`config.mk`:
```
export PLATFORM = sky130hd
export DESIGN_NAME = button_conditioner_flat
export DESIGN_NICKNAME = d
export VERILOG_FILES = /design/src/rtl/button_conditioner_if.sv /design/src/rtl/button_conditioner.sv /design/src/flat_wrapper.sv
export SDC_FILE = /design/constraint.sdc
export NUM_CORES = 1
export LEC_CHECK = 0
export CAP_MARGIN = 20
export CORE_ASPECT_RATIO = 1.2
export CORE_MARGIN = 4
export CORE_UTILIZATION = 41
export DETAILED_ROUTE_END_ITERATION = 16
export PLACE_DENSITY = 0.56
export SETUP_SLACK_MARGIN = 0.2
export SYNTH_ARGS = -nofsm -noshare
export SYNTH_HDL_FRONTEND = slang
export SYNTH_SLANG_ARGS = --single-unit
```
`constraint.sdc`:
```
create_clock -name clk -period 2.3 [get_ports clk]
set_input_delay 0.575 -clock clk [delete_from_list [all_inputs] [get_ports clk]]
set_output_delay 0.575 -clock clk [all_outputs]
set_load 0.05 [all_outputs]
```
`src/rtl/button_conditioner_if.sv`:
```
// Button bundle between the board pins and the physics block's btn_* inputs.
// The master side drives the raw pins; the slave side is the conditioner.
interface button_conditioner_if #(
    parameter int NUM_BTN = 4
);
    logic [NUM_BTN-1:0] btn_raw;
    logic [NUM_BTN-1:0] btn_level;
    logic [NUM_BTN-1:0] btn_press;
    logic [NUM_BTN-1:0] btn_release;
    logic               any_press;

    modport master (output btn_raw, input btn_level, btn_press, btn_release, any_press);
    modport slave  (input btn_raw, output btn_level, btn_press, btn_release, any_press);
endinterface

```
`src/rtl/button_conditioner.sv`:
```
// Per-button synchronizer, counter debouncer, press/release strobes and hold-to-repeat,
// replicated NUM_BTN times with no interaction between buttons.
module button_conditioner_lane #(
    parameter int DEBOUNCE_CYCLES = 250000,
    parameter int REPEAT_DELAY    = 5000000,
    parameter int REPEAT_PERIOD   = 1250000
) (
    input  logic clk,
    input  logic reset,
    input  logic raw,
    output logic level,
    output logic press,
    output logic rel,
    output logic press_nxt
);
    localparam int CW   = $clog2(DEBOUNCE_CYCLES + 1);
    localparam int RMAX = (REPEAT_DELAY > REPEAT_PERIOD) ? REPEAT_DELAY : REPEAT_PERIOD;
    localparam int RW   = $clog2(RMAX + 1);
    localparam logic [CW-1:0] D_M1  = CW'(DEBOUNCE_CYCLES - 1);
    localparam logic [RW-1:0] RD_M1 = RW'((REPEAT_DELAY > 0) ? REPEAT_DELAY - 1 : 0);
    localparam logic [RW-1:0] RP_M1 = RW'(REPEAT_PERIOD - 1);

    typedef enum logic [1:0] {ST_IDLE, ST_WAIT, ST_REPEAT} rstate_t;

    logic          s1, s2;
    logic [CW-1:0] cnt;
    logic          flip, rise, fall;
    rstate_t       state, state_n;
    logic [RW-1:0] rcnt, rcnt_n;
    logic          rep_fire, rel_nxt;

    always_ff @(posedge clk) begin
        if (reset) begin
            s1 <= 1'b0;
            s2 <= 1'b0;
        end else begin
            s1 <= raw;
            s2 <= s1;
        end
    end

    // flip fires on the D-th consecutive sample that disagrees with the accepted level
    assign flip = (s2 != level) && (cnt == D_M1);
    assign rise = flip && s2;
    assign fall = flip && !s2;

    always_ff @(posedge clk) begin
        if (reset) begin
            cnt   <= '0;
            level <= 1'b0;
        end else if (s2 == level || flip) begin
            cnt   <= '0;
            level <= s2;
        end else begin
            cnt <= cnt + 1'b1;
        end
    end

    always_ff @(posedge clk) begin
        if (reset) begin
            state <= ST_IDLE;
            rcnt  <= '0;
        end else begin
            state <= state_n;
            rcnt  <= rcnt_n;
        end
    end

    always_comb begin
        state_n = state;
        rcnt_n  = rcnt;
        case (state)
            ST_IDLE: begin
                if (rise && REPEAT_DELAY != 0) begin
                    state_n = ST_WAIT;
                    rcnt_n  = '0;
                end
            end
            ST_WAIT: begin
                if (fall) begin
                    state_n = ST_IDLE;
                    rcnt_n  = '0;
                end else if (rcnt == RD_M1) begin
                    state_n = ST_REPEAT;
                    rcnt_n  = '0;
                end else begin
                    rcnt_n = rcnt + 1'b1;
                end
            end
            ST_REPEAT: begin
                if (fall) begin
                    state_n = ST_IDLE;
                    rcnt_n  = '0;
                end else if (rcnt == RP_M1) begin
                    rcnt_n = '0;
                end else begin
                    rcnt_n = rcnt + 1'b1;
                end
            end
            default: begin
                state_n = ST_IDLE;
                rcnt_n  = '0;
            end
        endcase
    end

    // a falling level always wins over a coincident repeat strobe
    always_comb begin
        rep_fire  = !fall && (((state == ST_WAIT) && (rcnt == RD_M1)) ||
                              ((state == ST_REPEAT) && (rcnt == RP_M1)));
        press_nxt = rise || rep_fire;
        rel_nxt   = fall;
    end

    always_ff @(posedge clk) begin
        if (reset) begin
            press <= 1'b0;
            rel   <= 1'b0;
        end else begin
            press <= press_nxt;
            rel   <= rel_nxt;
        end
    end
endmodule

module button_conditioner #(
    parameter int NUM_BTN         = 4,
    parameter int DEBOUNCE_CYCLES = 250000,
    parameter int REPEAT_DELAY    = 5000000,
    parameter int REPEAT_PERIOD   = 1250000
) (
    input  logic                 clk,
    input  logic                 reset,
    button_conditioner_if.slave  bus
);
    logic [NUM_BTN-1:0] level_v, press_v, rel_v, press_nxt_v;
    logic               any_q;

    button_conditioner_lane #(
        .DEBOUNCE_CYCLES (DEBOUNCE_CYCLES),
        .REPEAT_DELAY    (REPEAT_DELAY),
        .REPEAT_PERIOD   (REPEAT_PERIOD)
    ) u_lane [NUM_BTN-1:0] (
        .clk       (clk),
        .reset     (reset),
        .raw       (bus.btn_raw),
        .level     (level_v),
        .press     (press_v),
        .rel       (rel_v),
        .press_nxt (press_nxt_v)
    );

    always_ff @(posedge clk) begin
        if (reset) any_q <= 1'b0;
        else       any_q <= |press_nxt_v;
    end

    assign bus.btn_level   = level_v;
    assign bus.btn_press   = press_v;
    assign bus.btn_release = rel_v;
    assign bus.any_press   = any_q;
endmodule

```
`src/flat_wrapper.sv`:
```
// flat-port wrapper written by rule: the top's interface ports become plain ports
module button_conditioner_flat 
#(
    parameter int NUM_BTN         = 4,
    parameter int DEBOUNCE_CYCLES = 250000,
    parameter int REPEAT_DELAY    = 5000000,
    parameter int REPEAT_PERIOD   = 1250000
)
  (clk, reset, bus_btn_raw, bus_btn_level, bus_btn_press, bus_btn_release, bus_any_press);
  button_conditioner_if #(.NUM_BTN(NUM_BTN)) bus_i ();
  input  logic clk;
  input  logic reset;
  input wire logic [$bits(bus_i.btn_raw)-1:0] bus_btn_raw;
  output wire logic [$bits(bus_i.btn_level)-1:0] bus_btn_level;
  output wire logic [$bits(bus_i.btn_press)-1:0] bus_btn_press;
  output wire logic [$bits(bus_i.btn_release)-1:0] bus_btn_release;
  output wire logic [$bits(bus_i.any_press)-1:0] bus_any_press;
  assign bus_i.btn_raw = bus_btn_raw;
  assign bus_btn_level = bus_i.btn_level;
  assign bus_btn_press = bus_i.btn_press;
  assign bus_btn_release = bus_i.btn_release;
  assign bus_any_press = bus_i.any_press;
  button_conditioner #(.NUM_BTN(NUM_BTN), .DEBOUNCE_CYCLES(DEBOUNCE_CYCLES), .REPEAT_DELAY(REPEAT_DELAY), .REPEAT_PERIOD(REPEAT_PERIOD)) u_core (.clk(clk), .reset(reset), .bus(bus_i));
endmodule
```
==> metrics.txt <==
status finished with violations; failing checks setup timing; Worst Tran Pin Value 0.613 ns; skew final around 0.014 ns; Buf/Inv on CP 1; Die Y between 150 and 200 µm; EDFF count, synth 0; top post-synthesis cells by count dfxtp_1, nand2_1, nand3_1, nor2_1, a31oi_1; synth top area cells dfxtp_1, nand3_1, nand2_1; worst min path class flop to flop; final hold viol count 0; vias in the first global route about 9300; initial DRC count 544; Post-Syn Nets 1317; cell family with most CP delay simple AND/OR/NAND/NOR gates; Setup crit start u_core.u_lane[1].rcnt[12]; area grow syn2layout 36.6%; FF-to-FF setup slack -0.16 ns; I/O pin total 19; DPL Wire Length 17.5 mm; Rows 62; DP Worst Slack -0.213 ns; drt wl/cell 16.1 µm; DRT Wirelength 28.3 mm; worst skew pair latency 0.45 ns; nets@finish 1452; origin of the critical flop-to-flop path u_core.u_lane[1].rcnt[12]; Max clock buf depth 2; Synth cell types 63; core area 0.0241 mm²; Detail Route Antenna Nets 0; antenna violations before repair 0; # clock sinks 193; CTS tree done; # diodes 0; Reg-to-Reg End u_core.u_lane[1].rcnt[21]; 1st-pass router iterations 5; CP Data Required Time 2.61 ns; IO buf count 18; worst setup path end u_core.u_lane[1].rcnt[21]; min cycle time layout ~2.5 ns; r2r worst-path depth 7; Worst IR Drop VDD 0.470 mV; Starting Density a little over two fifths; dominant synthesized flop cell dfxtp_1; final period utilization 107%; Worst setup EP type flop; Lkg Pwr 4.42 nW; All-Layer GR Usage 19.3%; H-tree depth 4; Slew Viols, Final 0; Mapped Cells 1291; post-synthesis register bit count 193; critical path class flop to flop; Startpoint Class flop; crit-path cells or4bb_1 > or4_4 > o41ai_4 > a21oi_2 > buf_12 > or4b_1 > a31oi_1; Setup WS post-layout -0.155 ns; most frequent cell after synthesis dfxtp_1; total CTS buffers 17; Syn. warnings 0; Worst slew margin 59.1%; Max Cap Violations 0; clock slew seen by the registers of the worst setup and hold paths 0.08 ns; crit path max fanout 23; PwrDens approximately 570 mW/mm²; share of cells above drive strength 1 ~29%; clk root buf clkbuf_16; largest net degree at the start of global routing 48; Syn Area/Cell between 7 and 8 µm²; worst path arrival time 2.76 ns; via count 10100; Vias/cell 5.73; unrepaired setup endpoints after global routing yes; instance count on the critical path 7; Max Fclk 0.407 GHz; slowest CP cell or4_4; Placer Congestion roughly 0.82; first-pass GRT wire length 44.6 mm; post-synth top area share 38.1%; Die ar. 0.0274 mm²; Mapped Area 0.0102 mm²; hold_ws 0.441 ns; total grt overflow 0; sequential area share after synthesis 38.1%; Post-synth ARST share 0%; Die W 152 µm; area leader, netlist dfxtp_1; CP peak stage delay 0.57 ns; DRC violations left 0; setup violators final 26
registers in the layout, indices dropped and copies added (netlist names):
signal                count
u_core.u_lane.s1          4
u_core.u_lane.press       4
u_core.bus.any_press      1
u_core.u_lane.rcnt       92
u_core.u_lane.s2          4
u_core.u_lane.state       8
u_core.u_lane.cnt        72
u_core.u_lane.rel         4
u_core.u_lane.level       4
metal layers:
layer | wire, µm | global-route usage [%]
met4 | 612 | 6.04
met5 | 0 | 0
met2 | 14000 | 32.2
met3 | 777 | 2.44
met1 | 12900 | 25.9
worst reg2reg max path, stage by stage (launching register included):
cell	delay, ns
dfxtp_1	0.31
or4bb_1	0.52
or4_4	0.57
o41ai_4	0.35
a21oi_2	0.14
buf_12	0.18
or4b_1	0.18
a31oi_1	0.07
where the power goes:
| part | switching [W] | internal, W | total [W] |
|---|---|---|---|
| Sequential | 0.0000199 | 0.00336 | 0.00338 |
| Clock | 0.00148 | 0.00156 | 0.00303 |
| Combinational | 0.000811 | 0.000629 | 0.00144 |
logic make-up after synthesis:
kind of cell / Yosys count / synth area share [%]
xor+xnor: 61 / 5.26
fa+ha+maj: 20 / 2.46
flops: 193 / 38.1
compound gates: 229 / 15.2
simple gates: 673 / 34.1
buf+inv: 115 / 4.89
worst min-delay path by stage:
stage | startpoint | to | slack, ns | cells past startpoint
2_1_floorplan | u_core.u_lane[1].cnt[0] | u_core.u_lane[1].cnt[0] | 0.41 | 1
3_3_place_gp | u_core.u_lane[0].s1 | u_core.u_lane[0].s2 | 0.42 | 1
3_5_place_dp | u_core.u_lane[2].s1 | u_core.u_lane[2].s2 | 0.43 | 1
4_1_cts | u_core.u_lane[2].s1 | u_core.u_lane[2].s2 | 0.44 | 1
5_1_grt | u_core.u_lane[2].s1 | u_core.u_lane[2].s2 | 0.46 | 1
6_report | u_core.u_lane[0].s1 | u_core.u_lane[0].s2 | 0.44 | 1
final cells by class:
cell class / count / area [µm²]
clock buffers: 17 / 425
clock inverters: 15 / 168
fillers: 2155 / 10300
inverters: 31 / 116
multi-input cells: 990 / 7070
flip-flops and latches: 193 / 3930
well taps: 320 / 400
repair buffers: 193 / 1760
layout by cell type (no fill, tap or decap), types with 24 or more instances in the layout:
| cell type | synthesis | routed |
|---|---|---|
| xnor2_1 | 25 | 25 |
| nand3_1 | 133 | 95 |
| dfxtp_1 | 193 | 160 |
| buf_4 | 12 | 137 |
| a31oi_1 | 67 | 51 |
| inv_1 | 31 | 31 |
| and3_1 | 27 | 26 |
| dfxtp_2 | 0 | 24 |
| a21oi_1 | 45 | 36 |
| nand3_2 | 0 | 35 |
| nor3_1 | 42 | 32 |
| nand2_1 | 155 | 146 |
| nand4_1 | 37 | 37 |
| xor2_1 | 36 | 36 |
| buf_6 | 2 | 27 |
| nor2_1 | 133 | 133 |
repair_timing:
action,CTS,global route
buffers inserted,17,27
endpoints found under the hold margin,0,0
pin swaps,32,90
gates cloned,4,11
hold buffers,0,0
endpoints found under the setup margin,109,103
resized for setup,65,186
per-stage QoR:
| stage | power [W] | std cells | area (µm²) | utilization [%] | TNS (ns) |
|---|---|---|---|---|---|
| 3_5_place_dp | 0.00435 | 1668 | 11600 | 48.0 | -2.89 |
| 5_1_grt | 0.00816 | 1759 | 13900 | 57.5 | -4.50 |
| 3_3_place_gp | 0.00434 | 1668 | 11600 | 48.0 | -2.08 |
| 2_1_floorplan | 0.00407 | 1291 | 10500 | - | -1.42 |
| 4_1_cts | 0.00756 | 1721 | 12600 | 52.3 | -2.77 |
| 6_report | 0.00785 | 1759 | 13900 | 57.5 | -2.56 |
No activity file was read; power rests on OpenSTA's default activity.
==> patch (same settings) <==
Re-encode `rstate_t` (3 states) as one-hot, 3 bits wide.
--- a/src/rtl/button_conditioner.sv
+++ b/src/rtl/button_conditioner.sv
@@ -22,3 +22,3 @@
 
-    typedef enum logic [1:0] {ST_IDLE, ST_WAIT, ST_REPEAT} rstate_t;
+    typedef enum logic [2:0] {ST_IDLE = 3'b001, ST_WAIT = 3'b010, ST_REPEAT = 3'b100} rstate_t;
 
Function: no difference found for any inputs over 10 cycles, from zero or initial values and one cycle with reset high; not proved beyond that.
==> patch against the original RTL <==
- the flow still finishes with violations (negative setup slack)
- final cell count fell by 7.0%
- global-route usage fell by 1.6 points
- sequential cell count rose by 4
- area after synthesis fell by 2.6%
- synthesized cell count fell by 7.0%
- sequential share of layout area rose by 2.5 points
- via count fell by 10%
- worst setup slack improved by 0.14 ns
- wire length fell by 12%
- final area fell by 7.1%
- worst hold slack barely moved
- critical path depth rose by 1
Power is not compared: it rests on default switching activity, and its combinational part moved more than twofold at a synthesized area within 25%.
==> patch: results (changes against the original RTL) <==
[critical_path]
setup.worst_path.start = u_core.u_lane[0].rcnt[19]$_SDFFE_PP0P_
slowest_stage = or4b_4
r2r-end = u_core.u_lane[0].rcnt[16]$_SDFFE_PP0P_
path_max_fanout = 6  ; -74%
worst_r2r_path_depth = 8  ; +1
arrival_ns = 2.63  ; -0.13 ns

[global_route]
grt_usage_pct = 17.8  ; -1.6 points
grt_pass1_vias = 8371  ; -9.5%
use_met2_pct = 30.7  ; -1.5 points
grt_use_met1_pct = 22.7  ; -3.2 points
grt_pass1_wl_mm = 39.8  ; -11%

[yosys]
synth_cell_types = 69  ; +9.5%
synth_area_leaders = dfxtp_1 40%, nor2_1 6.5%, xnor2_1 5.4%, nand2_1 5.0%, nand3_1 4.2%
synth_fa_ha_area_share_pct = 1.01  ; -1.5 points
synth-seq-area-share_pct = 39.9  ; +1.8 points
synthTopCellsByCount = 197 x dfxtp_1, 171 x nor2_1, 132 x nand2_1, 83 x nand3_1, 61 x xnor2_1
synth.net_count = 1215  ; -7.7%
synthXorXnorAreaFrac_pct = 8.15  ; +2.9 points
synthMuxAreaShare_pct = 0.304  ; +0.30 points

[status]
violations = negative setup slack
status = complete, but fails checks

[timing]
layout_setup_ws_ns = -0.0127  ; +0.142 ns
worstMarginPinSlew_ns = 0.904  ; +0.290 ns
finalSetupViolations = 8  ; -69%
holdWs_ns = 0.441  ; +0.000279 ns
finalSetupTns_ns = -0.0435  ; +2.51 ns

[detailed_routing]
drtIter0Drc = 533  ; -2.0%
drt-total-wl_mm = 25.0  ; -12%
dr.pass1.iters = 4  ; -1
wl_met1_mm = 11.4  ; -12%
num_vias = 9043  ; -10%
dr_wl_met2_mm = 12.6  ; -10%
wl_met3_um = 608  ; -22%

[finish]
layout.nets = 1317  ; -9.3%
final_layout_size_suffix_gt1_share_pct = 24.7  ; -3.9 points
nFillCells = 2203  ; +2.2%
reg_top3 = u_core.u_lane.rcnt: 92 flops, u_core.u_lane.cnt: 72 flops, u_core.u_lane.state: 12 flops

[worst_hold_path]
min_from = u_core.u_lane[1].cnt[0]$_SDFF_PP0_
min_to = u_core.u_lane[1].cnt[0]$_SDFF_PP0_

[placed_design]
hpwl_mm = 15.6  ; -11%

## patch: cell types whose count changed after synthesis, sizes merged, moves of 20 or more
cell    before  now
a31oi       67   24
clkbuf      65   42
nand2      155  132
nand3      133   83
nor2       133  171
nor3        43   23
xnor2       25   61
## patch: final cells by class
type	instances	area (um^2)	area share, %
Multi-Input combinational cell	926	6390	49.7
Sequential cell	197	3970	30.8
Timing Repair Buffer	145	1450	11.2
Clock buffer	18	439	3.41
Tap cell	320	400	3.11
Clock inverter	14	170	1.32
Inverter	16	60.1	0.466
## patch: per-stage QoR
stage          setup WS [ns]  util, %  instances  cell area, um^2
2_1_floorplan          0.108        -       1201            10100
3_5_place_dp          0.0136     46.5       1566            11100
5_1_grt               -0.121     54.1       1636            12900
4_1_cts               0.0424     50.7       1621            12100
6_report             -0.0127     54.1       1636            12900
3_3_place_gp          0.0176     46.5       1566            11100
## patch: where the power goes
group	switching (mW)	leakage, nW	internal (mW)
registers	0.00919	1.60	3.41
clock network	1.43	0.290	1.67
logic	0.0613	2.41	0.0470
